$ cat src/rtl/pipelined_add_sub.sv
// rtl/pipelined_add_sub.sv - segmented add/subtract pipeline with valid/ready handshake and ALU flags
module pipelined_add_sub #(
    parameter int WIDTH  = 32,
    parameter int STAGES = 4
) (
    input  logic             clk,
    input  logic             reset,
    input  logic             in_valid,
    output logic             in_ready,
    input  logic [WIDTH-1:0] input1,
    input  logic [WIDTH-1:0] input2,
    input  logic             carryin,
    input  logic             sub,
    output logic             out_valid,
    input  logic             out_ready,
    output logic [WIDTH-1:0] output1,
    output logic             carryout,
    output logic             overflow,
    output logic             zero,
    output logic             negative
);

    localparam int SW   = (STAGES > 0) ? WIDTH / STAGES : WIDTH;
    localparam int LAST = STAGES - 1;

    generate
        if (WIDTH < 2 || STAGES < 1 || (WIDTH % STAGES) != 0) begin : g_bad_params
            $error("pipelined_add_sub: WIDTH must be >= 2 and a multiple of STAGES >= 1");
        end
    endgenerate

    // Each stage carries the full effective operands so every later slice is still available.
    logic [WIDTH-1:0] a_q [STAGES];
    logic [WIDTH-1:0] b_q [STAGES];
    logic [WIDTH-1:0] s_q [STAGES];
    logic             c_q [STAGES];
    logic             v_q [STAGES];

    logic [WIDTH-1:0] a_i [STAGES];
    logic [WIDTH-1:0] b_i [STAGES];
    logic [WIDTH-1:0] s_i [STAGES];
    logic             c_i [STAGES];
    logic [WIDTH-1:0] s_d [STAGES];
    logic             c_d [STAGES];
    logic [SW:0]      slice;

    logic ov_q, z_q, n_q;
    logic ov_d, z_d, n_d;
    logic advance;

    assign advance  = !v_q[LAST] || out_ready;
    assign in_ready = advance && !reset;

    always_comb begin
        slice  = '0;
        a_i[0] = input1;
        b_i[0] = sub ? ~input2 : input2;
        c_i[0] = sub ^ carryin;
        s_i[0] = '0;
        for (int i = 1; i < STAGES; i++) begin
            a_i[i] = a_q[i-1];
            b_i[i] = b_q[i-1];
            c_i[i] = c_q[i-1];
            s_i[i] = s_q[i-1];
        end
        for (int i = 0; i < STAGES; i++) begin
            slice = {1'b0, a_i[i][i*SW +: SW]} + {1'b0, b_i[i][i*SW +: SW]}
                  + {{SW{1'b0}}, c_i[i]};
            s_d[i] = s_i[i];
            s_d[i][i*SW +: SW] = slice[SW-1:0];
            c_d[i] = slice[SW];
        end
    end

    // Flags come from the complete sum produced in the final stage.
    always_comb begin
        ov_d = (a_i[LAST][WIDTH-1] == b_i[LAST][WIDTH-1])
            && (s_d[LAST][WIDTH-1] != a_i[LAST][WIDTH-1]);
        z_d  = ~|s_d[LAST];
        n_d  = s_d[LAST][WIDTH-1];
    end

    always_ff @(posedge clk) begin
        if (reset) begin
            for (int i = 0; i < STAGES; i++) begin
                a_q[i] <= '0;
                b_q[i] <= '0;
                s_q[i] <= '0;
                c_q[i] <= 1'b0;
                v_q[i] <= 1'b0;
            end
            ov_q <= 1'b0;
            z_q  <= 1'b0;
            n_q  <= 1'b0;
        end else if (advance) begin
            for (int i = 0; i < STAGES; i++) begin
                a_q[i] <= a_i[i];
                b_q[i] <= b_i[i];
                s_q[i] <= s_d[i];
                c_q[i] <= c_d[i];
            end
            v_q[0] <= in_valid;
            for (int i = 1; i < STAGES; i++) begin
                v_q[i] <= v_q[i-1];
            end
            ov_q <= ov_d;
            z_q  <= z_d;
            n_q  <= n_d;
        end
    end

    assign out_valid = v_q[LAST];
    assign output1   = s_q[LAST];
    assign carryout  = c_q[LAST];
    assign overflow  = ov_q;
    assign zero      = z_q;
    assign negative  = n_q;

endmodule

$ cat config.mk
export PLATFORM = sky130hd
export DESIGN_NAME = pipelined_add_sub
export DESIGN_NICKNAME = d
export VERILOG_FILES = /design/src/rtl/pipelined_add_sub.sv
export SDC_FILE = /design/constraint.sdc
export NUM_CORES = 1
export LEC_CHECK = 0
export BUFFER_PORTS_ARGS = -buffer_cell sky130_fd_sc_hd__buf_2
export CORE_AREA = 4 4 124 126
export CTS_BUF_LIST = sky130_fd_sc_hd__clkbuf_4 sky130_fd_sc_hd__clkbuf_8 sky130_fd_sc_hd__clkbuf_16
export DETAILED_ROUTE_END_ITERATION = 10
export DIE_AREA = 0 0 128 130
export GPL_ROUTABILITY_DRIVEN = 0
export PLACE_DENSITY = 0.81
export SETUP_SLACK_MARGIN = 0.1
export SYNTH_ARGS = -nofsm -noshare
export SYNTH_HDL_FRONTEND = slang
export SYNTH_SLANG_ARGS = --single-unit
$ cat constraint.sdc
create_clock -name clk -period 10.9 [get_ports clk]
set_clock_uncertainty 0.2 [all_clocks]
set_input_delay 1.09 -clock clk [delete_from_list [all_inputs] [get_ports clk]]
set_output_delay 1.09 -clock clk [all_outputs]
set_load 0.02 [all_outputs]
==> impl_metrics.csv <==
group,metric,value,unit
outcome,status,"complete, no violations",
clocking,cts_resized,0,
place,place_inst,875,
clocking,cts_tree,"yes",
clocking,clock-sinks,187,
synth,syn_nets,712,
worst_setup_path,arrival,3.95,ns
sta,finalHoldViolCount,0,
layout,diodes,0,
detailed_routing,totalWireLength,13400,µm
worst_setup_path,worstPathMaxFanout,33,
layout,final_cell_mix,"edfxtp_1, and2_1, buf_2",
worst_setup_path,rrSetupSlack,8.09,ns
detailed_routing,first_pass_iters,5,
worst_setup_path,path_buf_inv,1,
global_routing,grtUsageMet3,3.44,%
worst_setup_path,critPathKind,"in -> reg",
detailed_routing,routedWlPerCell,14.7,µm
worst_setup_path,startpoint_type,"primary input",
worst_setup_path,r2r-start,"v_q[0][3]",
sta,fin_crit,3.88,ns
clocking,clkTransAtPathRegs,0.06,ns
die,rows,44,
die,dieArea,16600,µm²
global_routing,grt_pass1_wl,21100,µm
power,powerDensity,166,nW/µm²
sta,drv_slew,0,
global_routing,grt.met1_usage,18.6,%
worst_setup_path,cp_slowest_cell,"buf_2",
place,dp_hpwl,9270,µm
power,power,1.60,mW
layout,drive_above_1_share,19.9,%
synth,synth_edf_count,184,
place,portBuffers,107,
worst_setup_path,crit_family,"compound AO/OA/AOI/OAI gates",
synth,yosys.area.top_type,"edfxtp_1",
power,power.leakage,4.16,nW
clocking,cts_setup_buffers,0,
hold_path,holdPathStages,2,
worst_setup_path,max_stage_delay,0.70,ns
synth,synth_top_area_share,66.1,%
layout,utilization,67.3,%
clocking,cts-root-buf,"clkbuf_16",
global_routing,met2_usage,29.9,%
clocking,cts_made_buffers,17,
die,core-area,14300,µm²
die,die_y,130,µm
power,vdd_drop_max,0.103,mV
clocking,clk_path_buf_depth,2,
sta,worst_slew_pin_slew,0.940,ns
global_routing,grt_usage,16.6,%
global_routing,grt_pass1_vias,4545,
sta,relSlewSlack,37.3,%
die,pin_count,108,
detailed_routing,drt.antenna.violating_nets,0,
synth,synthesis.area,8360,µm²
detailed_routing,drt_iter0_drc,313,
worst_setup_path,crit_required,10.96,ns
job,maxCapViolCount,0,
hold_path,hold_path_end,"zero",
synth,synth_seq_cells,187,
layout,fin_nets,816,
synth,syn_inst,606,
sta,fin_crit_sh,35.6,%
synth,synth_top_flop_cell,"edfxtp_1",
layout,area_delta_synth_final,15.1,%
synth,ys_warn_count,0,
die,die_x,128,µm
hold_path,min-delay-start,"zero",
worst_setup_path,r2r-end,"b_q[0][15]",
detailed_routing,avgViaCountPerCell,5.17,
clocking,postCtsHoldBufs,0,
synth,syn_avg_cell_area,13.8,µm²
die,start_util,58.4,%
layout,fin_cells,907,
sta,setup_tns,0,ns
hold_path,hold_class,"reg -> reg",
sta,rsz0062_at_grt,"false",
sta,max_freq,257,MHz
clocking,h-tree-depth,4,
global_routing,grt_start_max_net_pins,137,
worst_setup_path,r2r_cells,4,
worst_setup_path,crit_chain,"buf_2 > xnor2_1 > fa_1 > fa_1 > nor2b_1 > o21a_1 > o21ai_0 > a21oi_1 > o21ai_0 > a21oi_1",
synth,yosysSeqAreaShare,66.8,%
global_routing,grt-ovfl-total,0,
synth,synthArstFlopShare,0,%
worst_setup_path,end_kind,"flop",
synth,ys_types,39,
layout,final_common_cell,"edfxtp_1",
sta,setup_viol,0,
clocking,clk_latency,0.42,ns
detailed_routing,via_count,4685,
synth,synth.area.top_cells,"edfxtp_1, and2_1, ha_1, xnor2_1, nor2_1",
detailed_routing,drc_errors,0,
global_routing,antenna_found_initial,0,
global_routing,grt.busiest_layer,"met2",
layout make-up:
cell class	instances	area [µm²]
Clock buffer	19	440
Multi-Input combinational cell	375	2610
Clock inverter	13	126
Inverter	19	76.3
Tap cell	184	230
Fill cell	1009	4690
Timing Repair Buffer	110	558
Sequential cell	187	5590
logic make-up after synthesis:
family	share of synthesized area [%]
AND/OR/NAND/NOR	16.0
flip-flops	66.8
AO/OA/AOI/OAI	3.81
XOR/XNOR	5.01
buffers and inverters	2.05
adder cells (fa/ha/maj)	6.10
multiplexers	0.239
stage by stage:
step	hold slack, ns	setup WS, ns	instance area (µm²)
global route	0.300	6.75	9630
CTS	0.257	7.06	9630
finish	0.260	7.02	9630
floorplan	0.297	5.33	8360
global placement	0.229	6.88	9060
detailed placement	0.248	6.64	9060
cells in the mapped netlist, types with 4 or more instances:
master	number
fa_1	8
a21oi_1	14
buf_2	5
nor4_1	4
and2_1	130
xnor2_1	35
o21a_1	4
clkbuf_1	20
or3_1	5
edfxtp_1	184
nand2b_1	8
inv_1	19
nand2_1	4
nor2b_1	7
o21ai_0	14
nor3_1	10
ha_1	28
nor2_1	57
a21o_1	7
xor2_1	11
routing by layer:
metal | wire, µm | vias up | share of wire (%)
met4 | 390 | 0 | 2.9
li1 | - | 2327 | -
met5 | 0 | - | 0
met3 | 629 | 28 | 4.7
met2 | 7090 | 138 | 53
met1 | 5260 | 2192 | 39
report_power, final:
group	internal [mW]	switching, mW	total (mW)
registers	0.847	0.0158	0.862
logic	0.0695	0.0848	0.154
clock network	0.339	0.246	0.585
state kept, by name, indices dropped and copies added (netlist names):
register	count
s_q	80
a_q	48
overflow	1
b_q	48
zero	1
negative	1
c_q	4
v_q	4
worst max-delay path by stage:
stage | depth (start not counted) | end | from | slack (ns)
finish | 10 | c_q[0] | sub | 7.02
CTS | 10 | c_q[0] | sub | 7.06
global route | 10 | c_q[0] | sub | 6.75
global placement | 10 | c_q[0] | sub | 6.88
floorplan | 3 | a_q[0][10] | out_ready | 5.33
detailed placement | 10 | c_q[0] | sub | 6.64
worst register-to-register path, delay by kind of cell (launching register included):
kind,cells,cell delay [ns]
buffers and inverters,2,1.57
flip-flops,1,0.38
AND/OR/NAND/NOR,2,0.25
No activity file was read; power rests on OpenSTA's default activity.
